### src/rtl/mips_mem_pkg.sv
// Shared encodings for the load/store unit: access opcodes, controller FSM states
// and the misalignment rule used by the optional trap path.
package mips_mem_pkg;

    localparam int WORD_BYTES = 4;

    typedef enum logic [2:0] {
        OP_LW  = 3'd0,
        OP_LH  = 3'd1,
        OP_LHU = 3'd2,
        OP_LB  = 3'd3,
        OP_LBU = 3'd4,
        OP_SW  = 3'd5,
        OP_SH  = 3'd6,
        OP_SB  = 3'd7
    } op_e;

    typedef enum logic [1:0] {
        ST_IDLE  = 2'd0,
        ST_READ  = 2'd1,
        ST_WRITE = 2'd2,
        ST_RESP  = 2'd3
    } state_e;

    function automatic logic is_misaligned(input logic [2:0] op, input logic [1:0] lo);
        case (op)
            OP_LW, OP_SW:         return lo != 2'b00;
            OP_LH, OP_LHU, OP_SH: return lo[0];
            default:              return 1'b0;
        endcase
    endfunction

endpackage

### src/rtl/lsu_lane_align.sv
// Big-endian byte-lane steering: extracts/extends sub-word load data and merges
// sub-word store data into a previously read word.
module lsu_lane_align
    import mips_mem_pkg::*;
(
    input  logic [31:0] word,
    input  logic [1:0]  offset,
    input  logic [2:0]  op,
    input  logic [31:0] wdata,
    output logic [31:0] load_data,
    output logic [31:0] store_word
);

    logic [7:0]  lane      [4];
    logic [7:0]  st_lane   [4];
    logic [7:0]  byte_sel;
    logic [15:0] half_sel;

    // Lane 0 is the most significant byte of the word.
    for (genvar gi = 0; gi < WORD_BYTES; gi++) begin : g_lane
        localparam logic [1:0] LANE = 2'(gi);
        assign lane[gi] = word[31-8*gi -: 8];
        assign st_lane[gi] =
            (op == OP_SB && offset == LANE)      ? wdata[7:0] :
            (op == OP_SH && offset[1] == LANE[1]) ? (LANE[0] ? wdata[7:0] : wdata[15:8]) :
                                                    lane[gi];
    end

    assign store_word = {st_lane[0], st_lane[1], st_lane[2], st_lane[3]};
    assign byte_sel   = lane[offset];
    assign half_sel   = offset[1] ? word[15:0] : word[31:16];

    always_comb begin
        load_data = word;
        case (op)
            OP_LB:   load_data = {{24{byte_sel[7]}}, byte_sel};
            OP_LBU:  load_data = {24'd0, byte_sel};
            OP_LH:   load_data = {{16{half_sel[15]}}, half_sel};
            OP_LHU:  load_data = {16'd0, half_sel};
            default: load_data = word;
        endcase
    end

endmodule

### src/rtl/lsu_mem_ctrl.sv
// Load/store initiator between the MEM stage and a word-wide big-endian memory.
// Define MISALIGN_TRAP_EN to report misaligned accesses via resp_err instead of truncating.
module lsu_mem_ctrl
    import mips_mem_pkg::*;
#(
    parameter int ADDR_BITS = 8
) (
    input  logic        clk,
    input  logic        rst_n,
    input  logic        req_valid,
    output logic        req_ready,
    input  logic [2:0]  req_op,
    input  logic [31:0] req_addr,
    input  logic [31:0] req_wdata,
    output logic        resp_valid,
    output logic [31:0] resp_rdata,
    output logic        resp_err,
    output logic [31:0] mem_address,
    output logic [31:0] mem_writeData,
    output logic        mem_memwrite,
    output logic        mem_memread,
    input  logic [31:0] mem_out32
);

    state_e                 state_reg, state_next;
    logic [2:0]             op_reg;
    logic [ADDR_BITS-1:0]   addr_reg;
    logic [31:0]            wdata_reg;
    logic [31:0]            word_reg;
    logic [1:0]             offset;
    logic [31:0]            load_data;
    logic [31:0]            store_word;
    logic                   accept;
    logic                   is_store;
    logic                   unused_addr_bits;

    assign unused_addr_bits = ^req_addr[31:ADDR_BITS];
    assign accept   = (state_reg == ST_IDLE) && req_valid;
    assign is_store = (op_reg == OP_SW) || (op_reg == OP_SH) || (op_reg == OP_SB);

    // Alignment masking is a no-op for aligned requests, so it is safe in both builds.
    always_comb begin
        offset = addr_reg[1:0];
        if (op_reg == OP_LW || op_reg == OP_SW)
            offset = 2'b00;
        else if (op_reg == OP_LH || op_reg == OP_LHU || op_reg == OP_SH)
            offset[0] = 1'b0;
    end

    lsu_lane_align u_align (
        .word       (word_reg),
        .offset     (offset),
        .op         (op_reg),
        .wdata      (wdata_reg),
        .load_data  (load_data),
        .store_word (store_word)
    );

    always_ff @(posedge clk) begin
        if (!rst_n) begin
            state_reg <= ST_IDLE;
            op_reg    <= 3'd0;
            addr_reg  <= '0;
            wdata_reg <= 32'd0;
            word_reg  <= 32'd0;
        end else begin
            state_reg <= state_next;
            if (accept) begin
                op_reg    <= req_op;
                addr_reg  <= req_addr[ADDR_BITS-1:0];
                wdata_reg <= req_wdata;
            end
            if (state_reg == ST_READ)
                word_reg <= mem_out32;
        end
    end

`ifdef MISALIGN_TRAP_EN
    logic err_reg;

    always_ff @(posedge clk) begin
        if (!rst_n)
            err_reg <= 1'b0;
        else if (accept)
            err_reg <= is_misaligned(req_op, req_addr[1:0]);
    end

    assign resp_err = (state_reg == ST_RESP) && err_reg;
`else
    logic err_reg;
    assign err_reg  = 1'b0;
    assign resp_err = 1'b0;
`endif

    always_comb begin
        state_next = state_reg;
        case (state_reg)
            ST_IDLE: begin
                if (req_valid) begin
`ifdef MISALIGN_TRAP_EN
                    if (is_misaligned(req_op, req_addr[1:0]))
                        state_next = ST_RESP;
                    else
`endif
                    if (req_op == OP_SW)
                        state_next = ST_WRITE;
                    else
                        state_next = ST_READ;
                end
            end
            ST_READ:  state_next = (op_reg == OP_SH || op_reg == OP_SB) ? ST_WRITE : ST_RESP;
            ST_WRITE: state_next = ST_RESP;
            ST_RESP:  state_next = ST_IDLE;
            default:  state_next = ST_IDLE;
        endcase
    end

    // The write strobe is gated by rst_n so a reset landing on WRITE never commits.
    always_comb begin
        req_ready     = (state_reg == ST_IDLE);
        mem_memread   = (state_reg == ST_READ);
        mem_memwrite  = (state_reg == ST_WRITE) && rst_n;
        mem_address   = 32'd0;
        mem_writeData = 32'd0;
        resp_valid    = (state_reg == ST_RESP);
        resp_rdata    = 32'd0;
        if (state_reg == ST_READ || state_reg == ST_WRITE)
            mem_address = {{(32-ADDR_BITS){1'b0}}, addr_reg[ADDR_BITS-1:2], 2'b00};
        if (state_reg == ST_WRITE)
            mem_writeData = (op_reg == OP_SW) ? wdata_reg : store_word;
        if (state_reg == ST_RESP && !is_store && !err_reg)
            resp_rdata = load_data;
    end

endmodule

### config.mk
export PLATFORM = sky130hd
export DESIGN_NAME = lsu_mem_ctrl
export DESIGN_NICKNAME = d
export VERILOG_FILES = /design/src/rtl/mips_mem_pkg.sv /design/src/rtl/lsu_lane_align.sv /design/src/rtl/lsu_mem_ctrl.sv
export SDC_FILE = /design/constraint.sdc
export NUM_CORES = 1
export LEC_CHECK = 0
export ABC_CLOCK_PERIOD_IN_PS = 4540
export CAP_MARGIN = 20
export CELL_PAD_IN_SITES_DETAIL_PLACEMENT = 1
export CELL_PAD_IN_SITES_GLOBAL_PLACEMENT = 2
export CORE_UTILIZATION = 27
export DETAILED_ROUTE_END_ITERATION = 8
export PLACE_DENSITY_LB_ADDON = 0.1
export SYNTH_ARGS = -nofsm -noshare
export SYNTH_HDL_FRONTEND = slang
export SYNTH_HIERARCHICAL = 1
export SYNTH_SLANG_ARGS = --single-unit
### constraint.sdc
create_clock -name clk -period 4.54 [get_ports clk]
set_clock_uncertainty 0.05 [all_clocks]
set_input_delay 0.454 -clock clk [delete_from_list [all_inputs] [get_ports clk]]
set_output_delay 0.454 -clock clk [all_outputs]
set_load 0.005 [all_outputs]
# Yosys cells after proc, flatten, opt, wreduce, memory -nomap -nowiden
# Index checks and enable logic that the tools add are counted.
[word_totals]
regBits = 77
input_bits = 102
word_cells = 67
[classes]
order_cmp = 1
n_eq_ne = 15
mux = 24
bitwise_logic = 2
n_reduce_logical = 20
[op_table]
columns = ["operator", "count"]
rows = [
  ["one-hot mux 32 bit (4 select lines)", 1],
  ["2-to-1 mux 32 bit", 3],
  ["2-to-1 mux 8 bit", 11],
  ["binary-select mux 8 bit (select 2 bit)", 1],
  ["2-to-1 mux 16 bit", 1],
  ["== test 3 bit (second input constant)", 5],
  ["logical AND 1 bit", 9],
  ["== test 2 bit (second input constant)", 4],
  ["one-hot mux 2 bit (4 select lines)", 1],
  ["logical OR 1 bit", 7],
  ["== test 3 x 2 -> 1 bit (second input constant)", 2],
  ["== test 2 x 1 -> 1 bit (second input constant)", 2],
  ["zero test 2 bit", 2],
  ["2-to-1 mux 1 bit", 4],
  ["2-to-1 mux 2 bit", 2],
  ["== test 3 x 1 -> 1 bit (second input constant)", 1],
  ["greater-or-equal comparator 3 bit (second input constant)", 1],
  ["zero test 3 bit", 1],
  ["NOT 2 -> 3 bit", 1],
  ["inequality test 2 bit (second input constant)", 1],
  ["zero test 1 bit", 1],
  ["NOT 1 bit", 1],
]

# Longest topological paths before layout
[logic_depth]
word_depth = 11
mapped_depth = 9
depth_no_buf = 8

# Hierarchy
# Netlist, hierarchy kept.
[modules_own_cells]
columns = ["mod", "n_inst", "cells_per_inst", "area_each_um2"]
rows = [
  ["lsu_mem_ctrl", 1, 499, 3928.8],
  ["lsu_lane_align", 1, 200, 1756.7],
]

# Worst setup path before layout
# OpenSTA, ideal clock, no wires.
[synth_path]
kind = "register to output"
from = "register op_reg[2]"
to = "output port mem_writeData[29]"
arrival_ns = 2.010
required_time_ns = 4.036
setup_slack_ns = 2.026
path_stages_with_launch = 10
path_cell_list = "dfxtp_1 -> xor2_1 -> o21a_1 -> buf_6 -> nor4bb_1 -> buf_2 -> mux2_2 -> mux2_2 -> nand2_1 -> a21boi_0"
[synth_between]
word_cells_on_any_way = 20
cone_classes = "5 x eq/ne; 7 x mux; 1 x bitwise; 7 x reduce/logical"
[synth_rtl]
columns = ["item", "line_no", "rtl"]
rows = [
  ["from (decl)", "lsu_mem_ctrl.sv:26", "logic [2:0] op_reg;"],
  ["from (signal assigned)", "lsu_mem_ctrl.sv:69", "op_reg <= req_op;"],
  ["== test 3 bit or zero test 3 bit (tied branches)", "lsu_mem_ctrl.sv:44", "if (op_reg == OP_LW || op_reg == OP_SW)"],
  ["logical OR 1 bit (*)", "lsu_mem_ctrl.sv:44", ""],
  ["2-to-1 mux 1 bit (*)", "lsu_mem_ctrl.sv:44", ""],
  ["net offset[1]", "lsu_mem_ctrl.sv:30", "logic [1:0] offset;"],
  ["NOT 1 bit", "lsu_lane_align.sv:25", "(op == OP_SH && offset[1] == LANE[1]) ? (LANE[0] ? wdata[7:0] : wdata[15:8]) :"],
  ["logical AND 1 bit", "lsu_lane_align.sv:25", ""],
  ["2-to-1 mux 8 bit", "lsu_lane_align.sv:25", ""],
  ["2-to-1 mux 8 bit (*)", "lsu_lane_align.sv:24", "(op == OP_SB && offset == LANE) ? wdata[7:0] :"],
  ["net store_word[29]", "lsu_mem_ctrl.sv:32", "logic [31:0] store_word;"],
  ["2-to-1 mux 32 bit (*)", "lsu_mem_ctrl.sv:130", "mem_writeData = (op_reg == OP_SW) ? wdata_reg : store_word;"],
  ["2-to-1 mux 32 bit (*)", "lsu_mem_ctrl.sv:129", "if (state_reg == ST_WRITE)"],
  ["to (decl)", "lsu_mem_ctrl.sv:19", "output logic [31:0] mem_writeData,"],
]
# The timed path passes the listed nets; every way through them passes the cells marked *.

# Worst setup path in the final report
[layout_path]
from = "register op_reg[2]"
to = "output port resp_rdata[11]"
[layout_between]
elab_chain_len = 11
word_cells_on_any_way = 25
cone_classes = "7 x eq/ne; 9 x mux; 1 x bitwise; 8 x reduce/logical"
[layout_lines]
columns = ["item", "line_no", "rtl"]
rows = [
  ["== test 3 x 1 -> 1 bit or == test 3 x 2 -> 1 bit (tied branches)", "lsu_mem_ctrl.sv:46", "else if (op_reg == OP_LH || op_reg == OP_LHU || op_reg == OP_SH)"],
  ["logical OR 1 bit (2 in a row)", "lsu_mem_ctrl.sv:46", ""],
  ["2-to-1 mux 1 bit", "lsu_mem_ctrl.sv:46", ""],
  ["2-to-1 mux 1 bit (*)", "lsu_mem_ctrl.sv:44", ""],
  ["net offset[0]", "lsu_mem_ctrl.sv:30", ""],
  ["NOT 2 -> 3 bit (implied by the code) (*)", "lsu_lane_align.sv:30", "assign byte_sel = lane[offset];"],
  ["binary-select mux 8 bit (select 2 bit) (*)", "lsu_lane_align.sv:30", ""],
  ["2-to-1 mux 8 bit (implied by the code) (*) (2 in a row)", "lsu_lane_align.sv:30", ""],
  ["one-hot mux 32 bit (4 select lines) (*)", "lsu_lane_align.sv:35", "case (op)"],
  ["net load_data[11]", "lsu_mem_ctrl.sv:31", "logic [31:0] load_data;"],
  ["2-to-1 mux 32 bit (*)", "lsu_mem_ctrl.sv:131", "if (state_reg == ST_RESP && !is_store && !err_reg)"],
  ["to (decl)", "lsu_mem_ctrl.sv:16", "output logic [31:0] resp_rdata,"],
]
# The timed path passes the listed nets; every way through them passes the cells marked *. The select of a mux whose other input is x is not followed.

==> out/summary.txt <==
WP data arrival: 3.50 ns
Post-synth EDFFs: 0
Pre-Repair DR Iteration Count: 4
I/O pin count: 203
I/O Buffers: 151
clock tree buffer depth: 2
count of pins over their slew limit: 0
Register-to-Register Setup Slack: 2.73 ns
layout net count: 922
Mapped Area: 0.005685 mm²
post-route minimum period: 4.006 ns
setup_tns: 0 ns
Rows: 52
clock root buffer master: clkbuf_16
synth top area cells: dfxtp_1 (27%), nand2_1 (10%), mux2_2 (9.5%), a21boi_0 (7.5%), mux2i_1 (6.3%)
Synth top area share: 27.11%
starting density of the core: 27.83%
Die W: 147.1 µm
HP Class: flip-flop to flip-flop
Reg clk slew, reported paths: 0.06 ns
largest net degree at the start of global routing: 44
final wirelength: 20700 µm
Worst Tran Pin Value: 0.9845 ns
reg2reg path depth: 7
Yosys cell types: 48
DP HPWL: 15270 µm
status: finished clean
non-filler cells in the finished layout: 1088
initial antenna violation count: 0
Mapped Cells: 699
antenna fix cells: 0
full die area: 0.02164 mm²
Final Hold Fails: 0
Critical Path End Type: primary output
Final setup viols: 0
hold buffers post-CTS: 0
Post-DRT Antenna Nets: 0
kind of critical path: flip-flop to primary output
Synth area leader: dfxtp_1
leakage: 0.002789 µW
peak supply drop: 300.3 µV
Min-Delay Startpoint: wdata_reg[26]
H-tree Lvls: 3
GRT Total Usage: 19.29%
period utilization: 88.24%
# DRC: 0
CP Launch Type: flip-flop
max_cap viols: 0
RSZ-0062 raised after global routing: false
Crit Reg-Reg Startpoint: state_reg[0]
worst hold path endpoint: wdata_reg[26]
Post-Place Cells: 1072
post-synthesis sequential area ratio: 27.11%
Core ar.: 0.02043 mm²
Skew-Pair Late Insertion Delay: 0.34 ns
design area: 0.007597 mm²
Placement Cell Area: 0.007237 mm²
clk sink count: 77
top_reg_cell synth: dfxtp_1
post-CTS setup buffers: 0
R2R Path End: op_reg[1]
Rel. slew slack: 34.37%
PD cells: 407.6 mW/mm²
TritonCTS buffer count: 9
Fin Hold WS: 0.4185 ns
Starting DRT DRC Count: 214
Avg Inst Size Synth: 8.134 µm²
Area Overhead vs Synth: 33.63%
Fmax: 249.6 MHz
via count: 5350
Die Y: 147.1 µm
Design Power: 3096 µW
post-cts repair resize count: 0
RePlAce Congestion: 0.8316
layout cells sized above 1: 11.61%
number of synthesis warnings: 6
global-route wire length before repair: 32060 µm
Hold Path Depth: 2
wire per inst: 19.03 µm
TritonCTS clock tree: built
critical path peak fanout: 36
vias per cell: 4.917
Post-synth ARST share: 0%
Yosys reg bits: 77
Worst EP required: 4.04 ns
vias in the first global route: 5468
total congestion overflow: 0
-- metrics by stage --
| step | setup WS [ns] | utilization [%] |
|---|---|---|
| floorplan | 2.026 | - |
| global placement | 0.9751 | 35.42 |
| detailed placement | 0.8881 | 35.42 |
| CTS | 0.5360 | 37.03 |
| global route | 0.2682 | 37.19 |
| finish | 0.5341 | 37.19 |
-- synth_stat cells (2+ instances only) --
library cell and n:
buf_4 31, a21boi_0 57, nand2b_1 5, a21boi_1 18, and3b_1 2, mux4_1 5, clkbuf_1 31, and2_1 8
buf_2 24, nand3b_1 3, buf_6 3, inv_1 3, nand2_1 156, o22ai_1 8, mux2_2 48, mux2i_1 36
o21a_1 2, mux4_2 2, nand3_1 2, nor3_1 2, nor2b_1 4, and3_1 32, a21oi_1 9, a221o_1 7
o32ai_1 10, o21ba_2 10, dfxtp_1 77, o211ai_1 16, nor2_1 31, o21ai_0 26, o2bb2ai_1 10, ha_1 5
-- layer usage --
layer	vias to the layer above	track usage, %	wire (µm)
met5	-	0	0
met4	0	4.794	351
met3	19	5.000	1056
met2	135	31.82	9609
met1	2549	24.94	9683
li1	2647	-	-
-- worst max-delay path by stage --
stage                         start                 to  slack, ns  cells after the start
after floorplan           op_reg[2]  mem_writeData[29]       2.03                      9
after global placement    op_reg[2]     resp_rdata[11]       0.98                     10
after detailed placement  op_reg[2]     resp_rdata[11]       0.89                     10
after CTS                 op_reg[2]     resp_rdata[11]       0.54                     10
after global routing      op_reg[2]     resp_rdata[31]       0.27                     10
final                     op_reg[2]     resp_rdata[11]       0.53                     10
-- report_power, final --
group / internal [µW] / switching, µW
combinational: 612 / 643
sequential: 813 / 205
clock: 532 / 292
total: 1960 / 1140
-- placed cells by master, fill, tap and decap left out, types with 9 or more instances in the layout --
| cell type | instances |
|---|---|
| nand2_1 | 156 |
| clkdlybuf4s50_1 | 151 |
| dfxtp_1 | 77 |
| a21boi_0 | 57 |
| mux2_2 | 48 |
| mux2i_1 | 36 |
| and3_1 | 32 |
| nor2_1 | 31 |
| conb_1 | 27 |
| o21ai_0 | 26 |
| a21boi_1 | 18 |
| buf_4 | 16 |
| o211ai_1 | 16 |
| o32ai_1 | 10 |
| o21ba_2 | 10 |
| o2bb2ai_1 | 10 |
| a21oi_1 | 9 |
| clkbuf_16 | 9 |
-- cell families (layout without fill, tap and decap cells) --
family	after synthesis	after routing	synth area share [%]
buf+inv	93	186	9.309
mux	91	91	18.95
flops	77	77	27.11
compound gates	178	178	23.15
other cells	1	27	0.06596
fa+ha+maj	5	5	1.100
simple gates	252	252	20.00
xor+xnor	2	2	0.3082
-- final cells by class --
type / instances / area (µm²)
clock buffers: 10 / 229.0
clock inverters: 4 / 98.84
inverters: 3 / 11.26
fillers: 2434 / 12830
multi-input cells: 555 / 3715
repair buffers: 169 / 1664
well taps: 270 / 337.8
flip-flops and latches: 77 / 1541
-- worst max-delay path: stages (launching register included) --
cell             delay, ns
dfxtp_1               0.34
buf_4                 0.35
nor3b_1               0.24
a21oi_1               0.06
nor2b_1               0.13
buf_4                 0.20
mux2i_1               0.25
o22a_1                0.75
o22ai_1               0.20
and3_1                0.19
clkdlybuf4s50_1       0.45
Note: power is estimated with default switching activity, not from simulation.
